File: config.mk
export PLATFORM = sky130hd
export DESIGN_NAME = uart_tx_flat
export DESIGN_NICKNAME = d
export VERILOG_FILES = /design/src/rtl/uart_tx_if.sv /design/src/rtl/uart_tx.sv /design/src/flat_wrapper.sv
export SDC_FILE = /design/constraint.sdc
export NUM_CORES = 1
export LEC_CHECK = 0
export CORE_UTILIZATION = 55
export CTS_BUF_LIST = sky130_fd_sc_hd__clkbuf_8
export CTS_CLUSTER_DIAMETER = 80
export DETAILED_ROUTE_END_ITERATION = 8
export PLACE_DENSITY = 0.79
export SLEW_MARGIN = 20
export SYNTH_ARGS = -nofsm -noshare
export SYNTH_HDL_FRONTEND = slang
export SYNTH_SLANG_ARGS = --single-unit
File: constraint.sdc
create_clock -name clk -period 4.75 [get_ports clk]
set_input_delay 0.7125 -clock clk [delete_from_list [all_inputs] [get_ports clk]]
set_output_delay 0.7125 -clock clk [all_outputs]
set_load 0.05 [all_outputs]
File: src/rtl/uart_tx_if.sv
// Byte handshake between a byte source and the UART transmitter.
// The source drives tx_data/tx_valid; the transmitter answers with tx_ready.
interface uart_tx_if;
  logic [7:0] tx_data;
  logic       tx_valid;
  logic       tx_ready;

  modport master (output tx_data, output tx_valid, input tx_ready);
  modport slave  (input tx_data, input tx_valid, output tx_ready);
endinterface

File: src/rtl/uart_tx.sv
// 8N1 UART transmitter with valid/ready byte intake; all outputs registered.
// Optional even-parity bit after the data bits when UART_TX_PARITY_EN is defined.
module uart_tx #(
  parameter int unsigned Fclk      = 100000000,
  parameter int unsigned Fuart     = 9600,
  parameter int unsigned MSB_FIRST = 0
) (
  input  logic      clk,
  input  logic      rst,
  uart_tx_if.slave  bus,
  output logic      Tx,
  output logic      busy
);

  localparam int unsigned DIVIDER = (Fclk / Fuart) - 1;
  localparam int unsigned CNT_W   = 16;

  typedef enum logic [2:0] {IDLE, START, DATA, PARITY, STOP} state_t;

  state_t             state, state_next;
  logic [CNT_W-1:0]   cnt, cnt_next;
  logic [2:0]         bit_cnt, bit_next;
  logic [7:0]         shift, shift_next;
  logic               tx_next, busy_next;
  logic               ready, ready_next;
  logic               tick_c;
`ifdef UART_TX_PARITY_EN
  logic               parity, parity_next;
`endif

  assign bus.tx_ready = ready;

  // Bit presented on the line from the current shift register contents.
  function automatic logic out_bit(input logic [7:0] s);
    return (MSB_FIRST != 0) ? s[7] : s[0];
  endfunction

  function automatic logic [7:0] shifted(input logic [7:0] s);
    return (MSB_FIRST != 0) ? {s[6:0], 1'b0} : {1'b0, s[7:1]};
  endfunction

  always_ff @(posedge clk) begin
    if (rst) begin
      state   <= IDLE;
      cnt     <= '0;
      bit_cnt <= '0;
      shift   <= '0;
      Tx      <= 1'b1;
      busy    <= 1'b0;
      ready   <= 1'b1;
`ifdef UART_TX_PARITY_EN
      parity  <= 1'b0;
`endif
    end else begin
      state   <= state_next;
      cnt     <= cnt_next;
      bit_cnt <= bit_next;
      shift   <= shift_next;
      Tx      <= tx_next;
      busy    <= busy_next;
      ready   <= ready_next;
`ifdef UART_TX_PARITY_EN
      parity  <= parity_next;
`endif
    end
  end

  // Next state and next registered outputs; the line only changes on bit boundaries.
  always_comb begin
    state_next = state;
    cnt_next   = cnt;
    bit_next   = bit_cnt;
    shift_next = shift;
    tx_next    = Tx;
    busy_next  = busy;
    ready_next = ready;
`ifdef UART_TX_PARITY_EN
    parity_next = parity;
`endif
    tick_c = (cnt == CNT_W'(DIVIDER));

    if (state != IDLE) begin
      cnt_next = tick_c ? '0 : cnt + CNT_W'(1);
    end

    case (state)
      IDLE: begin
        if (bus.tx_valid && ready) begin
          state_next = START;
          cnt_next   = '0;
          shift_next = bus.tx_data;
          tx_next    = 1'b0;
          busy_next  = 1'b1;
          ready_next = 1'b0;
`ifdef UART_TX_PARITY_EN
          parity_next = ^bus.tx_data;
`endif
        end
      end
      START: begin
        if (tick_c) begin
          state_next = DATA;
          bit_next   = '0;
          tx_next    = out_bit(shift);
        end
      end
      DATA: begin
        if (tick_c) begin
          shift_next = shifted(shift);
          bit_next   = bit_cnt + 3'd1;
          if (bit_cnt == 3'd7) begin
`ifdef UART_TX_PARITY_EN
            state_next = PARITY;
            tx_next    = parity;
`else
            state_next = STOP;
            tx_next    = 1'b1;
`endif
          end else begin
            tx_next = out_bit(shifted(shift));
          end
        end
      end
`ifdef UART_TX_PARITY_EN
      PARITY: begin
        if (tick_c) begin
          state_next = STOP;
          tx_next    = 1'b1;
        end
      end
`endif
      STOP: begin
        if (tick_c) begin
          state_next = IDLE;
          tx_next    = 1'b1;
          busy_next  = 1'b0;
          ready_next = 1'b1;
        end
      end
      default: begin
        state_next = IDLE;
        tx_next    = 1'b1;
        busy_next  = 1'b0;
        ready_next = 1'b1;
      end
    endcase
  end

endmodule

File: src/flat_wrapper.sv
// flat-port wrapper written by rule: the top's interface ports become plain ports
module uart_tx_flat 
#(
  parameter int unsigned Fclk      = 100000000,
  parameter int unsigned Fuart     = 9600,
  parameter int unsigned MSB_FIRST = 0
)
  (clk, rst, Tx, busy, bus_tx_data, bus_tx_valid, bus_tx_ready);
  uart_tx_if bus_i ();
  input  logic clk;
  input  logic rst;
  output logic Tx;
  output logic busy;
  input wire logic [$bits(bus_i.tx_data)-1:0] bus_tx_data;
  input wire logic [$bits(bus_i.tx_valid)-1:0] bus_tx_valid;
  output wire logic [$bits(bus_i.tx_ready)-1:0] bus_tx_ready;
  assign bus_i.tx_data = bus_tx_data;
  assign bus_i.tx_valid = bus_tx_valid;
  assign bus_tx_ready = bus_i.tx_ready;
  uart_tx #(.Fclk(Fclk), .Fuart(Fuart), .MSB_FIRST(MSB_FIRST)) u_core (.clk(clk), .rst(rst), .bus(bus_i), .Tx(Tx), .busy(busy));
endmodule
==> run summary <==
- complete, no violations — outcome
- 0.6459 — final standard cell utilization of the core
- 244 — Net count, final
- 0.05628 — layout cell share with drive strength beyond 1
- 0.5781 — Initial Utilization
- primary input to flip-flop — worst setup path class
- 0 — total congestion overflow
- 3412 um2 — die outline area
- 58.42 um — die boundary width
- 0 ns — setup TNS
- 0 — post-route ant nets
- 2477 um — detailed placement HPWL
- 2.596 ns — clock period minus final worst setup slack
- 0.07 ns — Clock transition at path regs
- 97 — number of violations reported at the end of detailed-routing iteration 0
- 33 — synthesis-stage register bit count
- 385.2 MHz — Max Freq
- 3738 um — total routed wirelength
- 0 — post-route DRC violation count
- 2.81 ns — arrival time worst endpoint
- 0.86 ns — CP max stage delay
- 5 — total CTS buffers
- 2 — CTS Buffer Depth
- 5.978 — post-detailed-route via-to-cell ratio
- 1750 um2 — netlist area before placement
- sky130_fd_sc_hd__dfxtp_1 — leading register cell type out of synthesis
- 0.3842 — worst slew margin relative to its limit
- 0.2369 — overall track demand over capacity in global routing
- 0 — Post-synth EDFFs
- 0 — antenna violations before repair
- 0.3774 — share of the yosys chip area belonging to registers
- false — RSZ-0062 raised after global routing
- 3028 um2 — area of the core
- 11.72% — Area Overhead vs Synth
- 0 — number of hold buffers added after cts
- 25 — largest net degree at the start of global routing
- 0.004620 ns — Worst Clk Skew
- 0.29 ns — clock latency at the later pin of the worst-skew pair
- 0 — Post-CTS Setup Inserts
- 0 — async set-or-reset flop fraction in the synthesized netlist
- 352.5 nW/um2 — P per Cell Area
- 0 — final-report hold violation count
- 4.97 ns — required time reported for the critical path endpoint
- clkdlybuf4s50_1 > nor3_4 > or2b_1 > a31oi_1 — worst-path cell chain
- 0 — maxcap violations
- 0.9180 — weighted congestion reported at the end of routability-driven placement
- 4 — drt first pass iters
- flip-flop — Critical Path End Type
- 1377 — number of global-route vias before repair
- 24 — worst-path fanout max
- 1644 — via count of the routed design
- 6092 um — global-route wire length before repair
- 224 — number of instances in the synthesized netlist
- 0.5465 — final cycle utilization of the critical path
- 2 — maximum level of the CTS H-tree
- sky130_fd_sc_hd__dfxtp_1, sky130_fd_sc_hd__nand3_1, sky130_fd_sc_hd__a31oi_1 — main area contributors after synthesis
- 20 — number of rows created at floorplan
- 58.42 um — floorplan die height
- sky130_fd_sc_hd__clkdlybuf4s50_1 — critical-path cell with the highest stage delay
- 0.9166 ns — Worst Tran Pin Value
- 13 — input/output buffers
- 0 — Diodes inserted
- primary input — Worst Setup Start Kind
- 0.3774 — share of the synthesized area in the top cell type
- 14 — number of ports placed on the die boundary
- 0.6596 nW — standby leakage power
- 0 — endpoints failing setup
- sky130_fd_sc_hd__dfxtp_1 — Yosys top cell by area
- 0 — Resized Gates After CTS
- 33 — number of sinks on the clock net
- 0 — number of max-slew violations in the final report
- 44 — number of different library cells in the post-synthesis netlist
- 13.59 um — average detailed-routed wire length per instance
- done — CTS tree
- sky130_fd_sc_hd__clkbuf_8 — root buffer cell
- 0.0002382 V — maximum resistive drop on vdd
- 7.814 um2 — average cell area after synthesis
- flip-flop to flip-flop — type of the most critical hold path
- 0 — total of warnings raised by yosys
- 238 — Mapped Nets
where the power goes:
part | internal (mW) | leakage [nW] | switching (mW)
Combinational | 0.0614 | 0.342 | 0.103
Sequential | 0.299 | 0.268 | 0.0246
Clock | 0.0992 | 0.0491 | 0.102
Total | 0.459 | 0.660 | 0.230
kinds of logic after synthesis:
kind of cell | count (synthesis) | synth area share
simple gates | 108 | 0.3295
fa+ha+maj | 3 | 0.02145
xor+xnor | 1 | 0.005004
compound gates | 59 | 0.2080
mux | 1 | 0.005719
buf+inv | 19 | 0.05290
flops | 33 | 0.3774
metal layers:
metal / vias up / wire [um] / track usage
met3: 9 / 143 / 0.07253
met2: 30 / 1790 / 0.3793
met5: - / 0 / 0
met1: 762 / 1715 / 0.2885
li1: 843 / - / -
met4: 0 / 87 / 0.1190
cells in the mapped netlist, types with 3 or more instances:
cell,count
sky130_fd_sc_hd__a21boi_0,7
sky130_fd_sc_hd__a21oi_1,16
sky130_fd_sc_hd__a31oi_1,18
sky130_fd_sc_hd__a32oi_1,3
sky130_fd_sc_hd__clkbuf_1,8
sky130_fd_sc_hd__dfxtp_1,33
sky130_fd_sc_hd__ha_1,3
sky130_fd_sc_hd__inv_1,5
sky130_fd_sc_hd__nand2_1,20
sky130_fd_sc_hd__nand2b_1,3
sky130_fd_sc_hd__nand3_1,29
sky130_fd_sc_hd__nand4_1,3
sky130_fd_sc_hd__nor2_1,16
sky130_fd_sc_hd__nor3_1,9
sky130_fd_sc_hd__nor4_1,3
sky130_fd_sc_hd__o21ai_0,7
sky130_fd_sc_hd__o21ai_1,3
sky130_fd_sc_hd__or3_1,4
through the flow:
stage	hold slack [ns]	instance area [um2]	power [mW]	instances	worst slack [ns]
global route	0.4978	1956	0.7298	275	2.011
detailed placement	0.4583	1867	0.4898	267	1.601
floorplan	0.4406	1750	0.4494	224	2.875
CTS	0.4782	1949	0.6935	275	1.902
finish	0.4778	1956	0.6895	275	2.154
global placement	0.4545	1867	0.4880	267	1.644
sequential cells by signal, summed over array words and instances, names as in the netlist:
name	cells
u_core.Tx	1
u_core.bit_cnt	3
u_core.bus.tx_ready	1
u_core.busy	1
u_core.cnt	16
u_core.shift	8
u_core.state	3
worst max-delay path, delay by kind of cell:
kind | cells | cell delay (ns)
buf+inv | 1 | 0.86
compound gates | 1 | 0.16
simple gates | 2 | 1.07
final timing paths:
check                              to  slack (ns)  cells past startpoint                 from
setup / recovery        u_core.cnt[8]        2.15                      4                  rst
hold reg to reg   u_core.bus.tx_ready        0.48                      2  u_core.bus.tx_ready
hold / removal    u_core.bus.tx_ready        0.48                      2  u_core.bus.tx_ready
setup reg to reg        u_core.cnt[8]        2.37                      6        u_core.cnt[0]
cell type report:
class | count | area, um2
repair buffers | 13 | 130.1
clock inverters | 3 | 13.76
multi-input cells | 172 | 1008
inverters | 5 | 18.77
clock buffers | 5 | 68.82
fillers | 267 | 1072
flip-flops and latches | 33 | 660.6
well taps | 44 | 55.05
layout by cell type, fill, tap and decap left out, types with 2 or more instances in the layout:
| master | netlist | final |
|---|---|---|
| sky130_fd_sc_hd__o21ai_0 | 7 | 7 |
| sky130_fd_sc_hd__nor4_1 | 3 | 3 |
| sky130_fd_sc_hd__nor3_1 | 9 | 8 |
| sky130_fd_sc_hd__a21boi_0 | 7 | 7 |
| sky130_fd_sc_hd__a31oi_1 | 18 | 18 |
| sky130_fd_sc_hd__nand3_1 | 29 | 29 |
| sky130_fd_sc_hd__a21oi_1 | 16 | 16 |
| sky130_fd_sc_hd__clkdlybuf4s50_1 | 0 | 13 |
| sky130_fd_sc_hd__and2_1 | 2 | 2 |
| sky130_fd_sc_hd__or3_1 | 4 | 4 |
| sky130_fd_sc_hd__a32oi_1 | 3 | 3 |
| sky130_fd_sc_hd__inv_1 | 5 | 6 |
| sky130_fd_sc_hd__ha_1 | 3 | 3 |
| sky130_fd_sc_hd__nand3b_1 | 2 | 2 |
| sky130_fd_sc_hd__nor3b_1 | 2 | 2 |
| sky130_fd_sc_hd__and3_1 | 2 | 2 |
| sky130_fd_sc_hd__o21ai_1 | 3 | 3 |
| sky130_fd_sc_hd__clkbuf_8 | 0 | 5 |
| sky130_fd_sc_hd__and4_1 | 2 | 2 |
| sky130_fd_sc_hd__or2b_1 | 2 | 2 |
| sky130_fd_sc_hd__dfxtp_1 | 33 | 33 |
| sky130_fd_sc_hd__nor2_1 | 16 | 16 |
| sky130_fd_sc_hd__nand4_1 | 3 | 3 |
| sky130_fd_sc_hd__clkinv_2 | 0 | 2 |
| sky130_fd_sc_hd__nand2b_1 | 3 | 3 |
| sky130_fd_sc_hd__nand2_1 | 20 | 20 |
Note: power is estimated with default switching activity, not from simulation.
==> RTL change 1, RTL diff (config.mk and constraints unchanged) <==
`MSB_FIRST` is set to 0 in 2 places; all go to 1.
--- a/src/rtl/uart_tx.sv
+++ b/src/rtl/uart_tx.sv
@@ -3,7 +3,7 @@
 module uart_tx #(
   parameter int unsigned Fclk      = 100000000,
   parameter int unsigned Fuart     = 9600,
-  parameter int unsigned MSB_FIRST = 0
+  parameter int unsigned MSB_FIRST = 1
 ) (
   input  logic      clk,
   input  logic      rst,
--- a/src/flat_wrapper.sv
+++ b/src/flat_wrapper.sv
@@ -3,7 +3,7 @@
 #(
   parameter int unsigned Fclk      = 100000000,
   parameter int unsigned Fuart     = 9600,
-  parameter int unsigned MSB_FIRST = 0
+  parameter int unsigned MSB_FIRST = 1
 )
   (clk, rst, Tx, busy, bus_tx_data, bus_tx_valid, bus_tx_ready);
   uart_tx_if bus_i ();
Formal check against the unedited RTL: same outputs for any inputs over 10 cycles, from zero or initial values and one cycle with rst high; that may be too few to reach the edited logic, so the function may still have changed.
==> RTL change 1 against the original RTL <==
  * The flow now finishes with violations (design-rule violations)
  * Wire length is 0.35% higher
  * Sequential cell count stayed put
  * Die area is 4.1% lower
  * Non-clock buffer count stayed put
  * Utilization is 1.8 points higher
  * Count of clock-buffer cells in the layout is 1 higher
  * Area after synthesis is 4.3% lower
  * Sequential share of layout area is 1.4 points higher
  * Setup slack worse by 0.21 ns
  * Design area is 4.0% lower
  * Worst hold slack worse by 0.00090 ns
  * Critical endpoint is now u_core.cnt[6]$_SDFF_PP0_
Power is not compared: it rests on default switching activity, and its combinational part moved more than twofold at a synthesized area within 25%.
==> RTL change 1: results (changes against the original RTL) <==
[outcome]
outcome=finished with violations  ; was completed
failed_checks=design-rule violations

[grt]
grt_pass1_wl_um=6510  ; was 6090 um
met2_usage_pct=42.7  ; was 37.9%
globalRouteMet1Util_pct=32.5  ; was 28.8%
met3_usage_pct=6.35  ; was 7.25%
track_usage_pct=25.6  ; was 23.7%

[place]
gp_congestion=0.776  ; was 0.918
dp_hpwl_um=2630  ; was 2480 um

[synthesis]
synthTopCellsByArea=dfxtp_1, nor2_1, a21oi_1, o221a_2, o21ai_0  ; was dfxtp_1, nand3_1, a31oi_1, a21oi_1, nand2_1
postSynthCellCount=200  ; was 224
synth_fp_nets=214  ; was 238
yosys-top-cells-count=dfxtp_1, nor2_1, a21oi_1  ; was dfxtp_1, nand3_1, nand2_1
synthDistinctLibCells=43  ; was 44

[cts]
clkTransAtPathRegs_ns=0.07  ; about the same
clock_tree.root_cell=clkbuf_8  ; unchanged

[sta]
max_slew_margin_pct=31.7  ; was 38.4%
clock_skew_ns=0.00890  ; was 0.00462 ns

[final_layout]
nets=223  ; was 244
instances_no_fill=240  ; was 275
drive_above_1_share_pct=10.5  ; was 5.63%
fill_cells=237  ; was 267

[worst_setup_path]
critical_path.max_fanout=25  ; was 24
critical_path.max_stage_delay_ns=1.01  ; was 0.86 ns
cp_slowest_cell=nor3_2  ; was clkdlybuf4s50_1

[detailed_routing]
drt_iter0_drc=112  ; was 97
drtPass1Iterations=7  ; was 4
post_drt_wl_per_cell_um=15.6  ; was 13.6 um
drc=2  ; was 0
avgViaCountPerCell=6.46  ; was 5.98

[hold_path]
holdCritPathClass=reg -> reg  ; unchanged

-- RTL change 1: changes by cell type after synthesis, sizes merged, moves of 3 or more --
cell	delta
nor2	+13
a41oi	+3
nand3	-20
a22oi	+3
a32oi	-3
o221a	+7
a21boi	-6
nor3	-4
o21ai	+3
a31oi	-9
nand2	-6
-- RTL change 1: kinds of logic after synthesis --
family	after synthesis	share of synthesized area, %
buf+inv	16	4.33
simple gates	88	29.6
flops	33	39.4
mux	3	1.87
compound gates	57	22.5
fa+ha+maj	3	2.24
-- RTL change 1: layout make-up --
type	count	area (sq um)	area share [%]
sequential	33	661	35.2
inverter	5	18.8	1.00
clock buffer	6	82.6	4.40
tap	31	38.8	2.07
multi-input combinational	151	942	50.2
timing repair buffer	13	130	6.93
clock inverter	1	3.75	0.200
-- RTL change 1: layer usage --
| metal | vias up | routed length [um] |
|---|---|---|
| li1 | 759 | - |
| met1 | 744 | 1740 |
| met2 | 43 | 1810 |
| met3 | 4 | 182 |
| met4 | 0 | 24 |
| met5 | - | 0 |
-- RTL change 1: final timing paths --
| check | depth (start not counted) | to | startpoint | slack, ns |
|---|---|---|---|---|
| hold reg to reg | 2 | u_core.shift[0]$_SDFFE_PP0P_ | u_core.shift[0]$_SDFFE_PP0P_ | 0.48 |
| hold / removal | 2 | u_core.shift[0]$_SDFFE_PP0P_ | u_core.shift[0]$_SDFFE_PP0P_ | 0.48 |
| setup reg to reg | 6 | u_core.bit_cnt[1]$_SDFFE_PP0P_ | u_core.cnt[0]$_SDFF_PP0_ | 2.39 |
| setup / recovery | 4 | u_core.cnt[6]$_SDFF_PP0_ | rst | 1.94 |
-- RTL change 1: critical path: cells and delay by family --
kind                   cells  cell delay (ns)
AND/OR/NAND/NOR            1             1.01
buffers and inverters      1             0.84
AO/OA/AOI/OAI              2             0.45
-- RTL change 1: power groups by stage --
stage | logic (mW) | clock network, mW | registers [mW]
2_1_floorplan | 0.0446 | 0 | 0.310
3_3_place_gp | 0.0720 | 0 | 0.303
3_5_place_dp | 0.0747 | 0 | 0.303
4_1_cts | 0.0753 | 0.212 | 0.297
5_1_grt | 0.0824 | 0.224 | 0.299
6_report | 0.0753 | 0.211 | 0.298
-- RTL change 1: metrics by stage --
| step | worst slack [ns] | power, mW | cell area, sq um |
|---|---|---|---|
| 3_3_place_gp | 1.82 | 0.375 | 1790 |
| 6_report | 1.94 | 0.584 | 1880 |
| 4_1_cts | 1.96 | 0.584 | 1880 |
| 2_1_floorplan | 2.96 | 0.355 | 1680 |
| 5_1_grt | 1.70 | 0.605 | 1880 |
| 3_5_place_dp | 1.66 | 0.378 | 1790 |
==> RTL change 2, RTL diff (config.mk and constraints unchanged) <==
Made on the original files. Make the reset (`rst`) asynchronous in one clocked block.
--- a/src/rtl/uart_tx.sv
+++ b/src/rtl/uart_tx.sv
@@ -39,7 +39,7 @@
     return (MSB_FIRST != 0) ? {s[6:0], 1'b0} : {1'b0, s[7:1]};
   endfunction
 
-  always_ff @(posedge clk) begin
+  always_ff @(posedge clk or posedge rst) begin
     if (rst) begin
       state   <= IDLE;
       cnt     <= '0;
Formal check against the unedited RTL: differs if rst is asserted again (counterexample within 4 cycles, from zero or initial values and one cycle with rst high); with rst held inactive, the same outputs for 10 cycles.
==> RTL change 2 against the original RTL <==
  * Total power rose by 27%
  * Design area up 8.4%
  * Setup slack got worse by 0.11 ns
  * Area after synthesis is 7.6% higher
  * Wire length increased by 8.2%
  * Sequential cell count is the same
  * Synthesized cell count down 13%
  * Register-to-register slack lost 0.33 ns
  * Critical path depth unchanged
==> RTL change 2: results (changes against the original RTL) <==
[final_layout]
fill_cells=261  ; was 267
instances_no_fill=247  ; was 275
nets=216  ; was 244
seqCellArea_sq_um=828  ; was 661 sq um
top_regs=u_core.cnt: 16 flops, u_core.shift: 8 flops  ; unchanged
drive_above_1_share_pct=9.36  ; was 5.63%

[cts]
clk_path_buf_depth=2  ; unchanged
postCtsSetupRepairBufs=0  ; unchanged

[grt]
grt_max_degree=34  ; was 25
track_usage_pct=26.0  ; was 23.7%
grt_pass1_wl_um=6950  ; was 6090 um
grt_pass1_vias=1585  ; was 1377

[detailed_routing]
avgViaCountPerCell=6.64  ; was 5.98
drt_iter0_drc=140  ; was 97
drt-total-wl_um=4040  ; was 3740 um

[synthesis]
syn_avg_cell_area_sq_um=9.66  ; was 7.81 sq um
synth_ff_type=dfrtp_1  ; was dfxtp_1
yosys-top-cells-count=dfrtp_1, a31oi_1, nand2_1  ; was dfxtp_1, nand3_1, nand2_1
async_flop_share_pct=100  ; was 0%
synth-seq-area-share_pct=44.0  ; was 37.7%
synthDistinctLibCells=50  ; was 44
synth_compound_area_share_pct=26.3  ; was 20.8%
synth_fp_nets=209  ; was 238
synth-xor-area-share_pct=0.930  ; was 0.500%
synth_fa_ha_area_share_pct=1.99  ; was 2.14%
synthMuxAreaShare_pct=1.13  ; was 0.572%
synthTopCellsByArea=dfrtp_1, a31oi_1, o22ai_1, a2bb2oi_1, dfstp_2  ; was dfxtp_1, nand3_1, a31oi_1, a21oi_1, nand2_1

[worst_setup_path]
r2r_end=u_core.Tx$_DFFE_PP1P_  ; was u_core.cnt[8]$_SDFF_PP0_
rr_startpoint=u_core.state[1]$_DFFE_PP0P_  ; was u_core.cnt[0]$_SDFF_PP0_
critical_path_class=reg -> reg  ; was in -> reg
rrSetupSlack_ns=2.04  ; was 2.37 ns
critical_path.max_fanout=18  ; was 24
reg2reg_depth=4  ; was 6
critical_path.max_stage_delay_ns=0.89  ; was 0.86 ns
cp_slowest_cell=nor3_1  ; was clkdlybuf4s50_1

[place]
placed_cells=239  ; was 267
dp_hpwl_um=2650  ; was 2480 um
placed_area_sq_um=2020  ; was 1870 sq um

[sta]
min_period_ns=2.71  ; was 2.60 ns
max_slew_margin_pct=32.6  ; was 38.4%
clock_skew_ns=0.00472  ; was 0.00462 ns
hold_ws_ns=0.519  ; was 0.478 ns

[die]
die_area_sq_um=3660  ; was 3410 sq um

[power]
ir_worst_vdd_uv=220  ; was 238 uV
p_leak_nw=0.832  ; was 0.660 nW

[hold_path]
whs_path_depth=1  ; was 2
whs_endpoint=u_core.cnt[11]$_DFF_PP0_  ; was u_core.bus.tx_ready$_SDFFE_PP1P_

[outcome]
outcome=completed  ; unchanged

[RTL change 2: cells by family after synthesis]
family	after synthesis
buffers and inverters	24
AO/OA/AOI/OAI	68
multiplexers	2
XOR/XNOR	2
flip-flops	33
AND/OR/NAND/NOR	63
adder cells (fa/ha/maj)	3
[RTL change 2: cell type report]
cell class                 count  area share [%]
inverter                      10            1.77
multi-input combinational    138            45.3
timing repair buffer          14            6.49
tap                           44            2.60
sequential                    33            39.1
clock buffer                   7            4.55
clock inverter                 1           0.236
[RTL change 2: per-layer routing]
metal	routed length (um)	vias to the layer above	share of wire, %	GRT usage [%]
li1	-	782	-	-
met3	221	9	5.5	7.46
met2	1940	54	48	41.4
met4	78	0	1.9	13.6
met1	1800	795	45	32.2
met5	0	-	0	0
[RTL change 2: power by group]
| group | switching, mW | internal [mW] |
|---|---|---|
| Combinational | 0.102 | 0.100 |
| Sequential | 0.0853 | 0.351 |
| Clock | 0.104 | 0.131 |
